**src/rtl/ifetch.sv**
```systemverilog
// ifetch: instruction fetch unit with valid/ready output register, redirect flush,
// halt-on-EBREAK and a sticky misaligned-redirect fault.
module ifetch #(
  parameter logic [31:0] RESET_PC = 32'h0000_0000,
  parameter bit HALT_ON_EBREAK = 1'b1
) (
  input  logic        clk,
  input  logic        rst_n,
  input  logic        fetch_en,
  output logic [31:0] imem_addr,
  input  logic [31:0] imem_data,
  input  logic        redirect_valid,
  input  logic [31:0] redirect_pc,
  output logic        out_valid,
  input  logic        out_ready,
  output logic [31:0] out_instr,
  output logic [31:0] out_pc,
  output logic        halted,
  output logic        fault
);
  typedef enum logic [1:0] {IDLE, RUN, HALTED, FAULT} state_t;
  state_t state, state_d;
  logic [31:0] pc_q, pc_d, instr_d, opc_d;
  logic valid_d, load, ebreak, drained;
  assign load = !out_valid || out_ready;
  assign drained = out_valid && out_ready;
  assign ebreak = HALT_ON_EBREAK && (imem_data == 32'h0010_0073);
  assign imem_addr = pc_q;
  assign halted = state == HALTED;
  assign fault = state == FAULT;
  always_ff @(posedge clk) begin
    if (!rst_n) begin
      state <= IDLE;
      pc_q <= RESET_PC;
      out_valid <= 1'b0;
      out_instr <= '0;
      out_pc <= '0;
    end else begin
      state <= state_d;
      pc_q <= pc_d;
      out_valid <= valid_d;
      out_instr <= instr_d;
      out_pc <= opc_d;
    end
  end
  // Priority: fault absorbs everything, then redirect, then per-state fetch.
  always_comb begin
    state_d = state;
    pc_d = pc_q;
    valid_d = out_valid;
    instr_d = out_instr;
    opc_d = out_pc;
    if (state == FAULT) begin
      valid_d = 1'b0;
    end else if (redirect_valid) begin
      valid_d = 1'b0;
      if (redirect_pc[1:0] == 2'b00) begin
        pc_d = redirect_pc;
        state_d = (state == HALTED) ? RUN : state;
      end else begin
        state_d = FAULT;
      end
    end else if (state == IDLE) begin
      state_d = fetch_en ? RUN : IDLE;
      valid_d = drained ? 1'b0 : out_valid;
    end else if (state == HALTED) begin
      valid_d = drained ? 1'b0 : out_valid;
    end else if (load) begin
      valid_d = fetch_en;
      state_d = !fetch_en ? IDLE : ebreak ? HALTED : RUN;
      if (fetch_en) begin
        instr_d = imem_data;
        opc_d = pc_q;
        pc_d = ebreak ? pc_q : pc_q + 32'd4;
      end
    end
  end
endmodule

```
**config.mk**
```make
export PLATFORM = sky130hd
export DESIGN_NAME = ifetch
export DESIGN_NICKNAME = d
export VERILOG_FILES = /design/src/rtl/ifetch.sv
export SDC_FILE = /design/constraint.sdc
export NUM_CORES = 1
export LEC_CHECK = 0
export CAP_MARGIN = 5
export CORE_UTILIZATION = 45
export DETAILED_ROUTE_END_ITERATION = 6
export DONT_BUFFER_PORTS = 1
export HOLD_SLACK_MARGIN = 0.03
export PLACE_DENSITY = 0.56
export SLEW_MARGIN = 20
export SYNTH_ARGS = -nofsm -noshare
export SYNTH_HDL_FRONTEND = slang
export SYNTH_SLANG_ARGS = --single-unit
```
**constraint.sdc**
```tcl
create_clock -name clk -period 3 [get_ports clk]
set_input_delay 0.6 -clock clk [delete_from_list [all_inputs] [get_ports clk]]
set_output_delay 0.6 -clock clk [all_outputs]
set_load 0.01 [all_outputs]
```
==> metrics.yaml <==
crit_chain: "inv_1, ha_1, nand2b_1, or4_4, a21o_1, buf_4, o311ai_0, o31ai_1"
clock-skew-final_ns: 0.00541
grt_pass1_wl_mm: 22.4
switchingPower_w: 0.000716
async_flop_share: 0
clk_pin_slew_ns: 0.09
worstPathArrival_ns: 2.83
row_count: 36
dp_hpwl_mm: 9.62
ys_seq_area_frac: 0.424
min_path_type: "input pin to register"
synth_edf_count: 0
pwr-share-clk: 0.339
pwr_density_cell_nw_per_um2: 521
core-area_um2: 9910
cap_violations: 0
port_buffers: 0
post_cts_resize_count: 0
yosysTopAreaCell: "dfxtp_1"
synth_top_area_frac: 0.424
fin_crit_ns: 2.58
drv_slew: 0
clock_latency_ns: 0.37
relSlewSlack: 0.606
irDropWorstVdd_mv: 0.203
pwr-share-seq: 0.560
ys_types: 52
start_util: 0.471
fp.dieH_um: 104
post-place-ws_ns: 0.320
hold_viol_final: 0
grt-ovfl-total: 0
required_ns: 3.25
clock_sinks: 99
startpoint_type: "register"
rsz0062_at_grt: "no"
intPower_w: 0.00186
worst_slack_ns: 0.415
synth-main-ff-cell: "dfxtp_1"
r2r_slack_ns: 0.42
clockBufferDepth: 2
syn-instance-count: 609
first_iter_violations: 379
cts-htree-levels: 3
die_area_um2: 10800
end_kind: "register"
finalWirelength_mm: 14.2
finalSetupViolCount: 0
tns_ns: 0
path_delay_family: "compound AO/OA/AOI/OAI gates"
antenna_found_initial: 0
yosysWarnings: 0
antenna_left: 0
leakagePower_nw: 1.58
final_cells: 717
syn-num-nets: 682
ys_top_cells_by_area: "dfxtp_1, nand2_1, a21oi_1, clkbuf_1, nor2_1"
syn_avg_cell_area_um2: 7.67
cp_max_fo: 16
power_w: 0.00257
place_inst: 702
fmax_mhz: 387
routedWlPerCell_um: 19.8
vias_per_cell: 6.23
post-cts-setup-buffer-count: 0
synth_area_um2: 4670
firstDrtPassIters: 6
area_delta_synth_final_pct: 5.76
holdBufCountCts: 0
outcome: "complete, no violations"
finalNetCount: 653
grt_pass1_vias: 4046
critPathKind: "register to register"
drive_above_1_share: 0.0736
synth_seq_cells: 99
drc_errors: 0
ctsRootBufferMaster: "clkbuf_8"
fin_crit_sh: 0.862
cpPeakStageDelay_ns: 0.45
die_x_um: 104
ios: 168
hold_slack_ns: 0.339
switching_share: 0.278
grt_start_max_net_pins: 80
cp_num_buf_inv: 2
cts_tree: "done"
finalWeightedCongestion: 0.864
grt_usage: 0.258
pwr-share-comb: 0.101
antenna_cells: 0
vias: 4464
slowest_stage: "or4_4"
cts_buffers: 9
tightest_slew_ns: 0.589
==> final cells by class <==
cell class              instances  area, um^2
fillers                       995        4970
inverters                       6        22.5
well taps                     133         166
multi-input cells             451        2450
flip-flops and latches         99        1980
clock inverters                 4        51.3
repair buffers                 13         123
clock buffers                  11         141
==> stage by stage <==
step | instance area (um^2) | utilization
floorplan | 4670 | -
global route | 4940 | 0.498
CTS | 4940 | 0.498
global placement | 4750 | 0.479
finish | 4940 | 0.498
detailed placement | 4750 | 0.479
==> layout by cell type, fill, tap and decap left out, types with 6 or more instances in the layout <==
cell type,netlist,routed
a211oi_1,7,7
a21oi_1,81,81
a31oi_1,15,15
buf_4,0,11
clkbuf_8,0,10
dfxtp_1,99,99
nand2_1,160,160
nand3_1,15,15
nand4_1,13,13
nor2_1,28,28
nor3_1,17,16
nor4_1,8,8
o21ai_0,8,8
o311ai_0,6,6
o31ai_1,11,11
o32ai_1,7,7
==> layer usage <==
metal,GRT usage,vias to the layer above,wire [um]
li1,-,2135,-
met1,0.338,2094,6110
met2,0.405,216,6610
met3,0.0721,19,1290
met4,0.0929,0,190
met5,0,-,0
==> sequential cells by signal, summed over array words and instances (netlist names) <==
name and flops:
imem_addr 32, state 2, out_valid 1, out_pc 32, out_instr 32
==> power by group through the flow <==
stage / combinational [W] / sequential (W) / clock, W
2_1_floorplan: 0.000220 / 0.00145 / 0
3_3_place_gp: 0.000254 / 0.00147 / 0
3_5_place_dp: 0.000259 / 0.00147 / 0
6_report: 0.000260 / 0.00144 / 0.000873
5_1_grt: 0.000291 / 0.00145 / 0.000946
4_1_cts: 0.000260 / 0.00144 / 0.000893
==> worst paths after layout <==
check                                  start                          to  cells after the start
setup / recovery       state[0]$_SDFFE_PN0P_  imem_addr[27]$_SDFFE_PN0P_                      8
setup reg to reg       state[0]$_SDFFE_PN0P_  imem_addr[27]$_SDFFE_PN0P_                      8
hold / removal                redirect_valid      out_valid$_SDFFE_PP0P_                      1
hold reg to reg   out_instr[25]$_SDFFE_PN0P_  out_instr[25]$_SDFFE_PN0P_                      2
==> Yosys cell counts (2+ instances only) <==
library cell	count
a211o_1	2
a211oi_1	7
a21oi_1	81
a22oi_1	2
a31o_1	4
a31o_2	2
a31oi_1	15
a41oi_1	5
and2_1	2
and3_1	5
and4_1	5
and4b_1	2
buf_2	9
clkbuf_1	41
dfxtp_1	99
ha_1	4
inv_1	6
nand2_1	160
nand2b_1	3
nand3_1	15
nand4_1	13
nand4b_1	2
nor2_1	28
nor3_1	17
nor4_1	8
o211a_1	2
o21ai_0	8
o221a_2	5
o311a_1	5
o311ai_0	6
o31a_1	5
o31ai_1	11
o32ai_1	7
o41ai_1	2
or3_1	4
==> kinds of logic after synthesis <==
kind of cell               synth area share
buffers and inverters                0.0517
muxes                               0.00214
adders and majority gates            0.0107
and+or+nand+nor                       0.264
DFF                                   0.424
AOI/OAI and AO/OA                     0.247
Power figures use the tool's default switching activity.
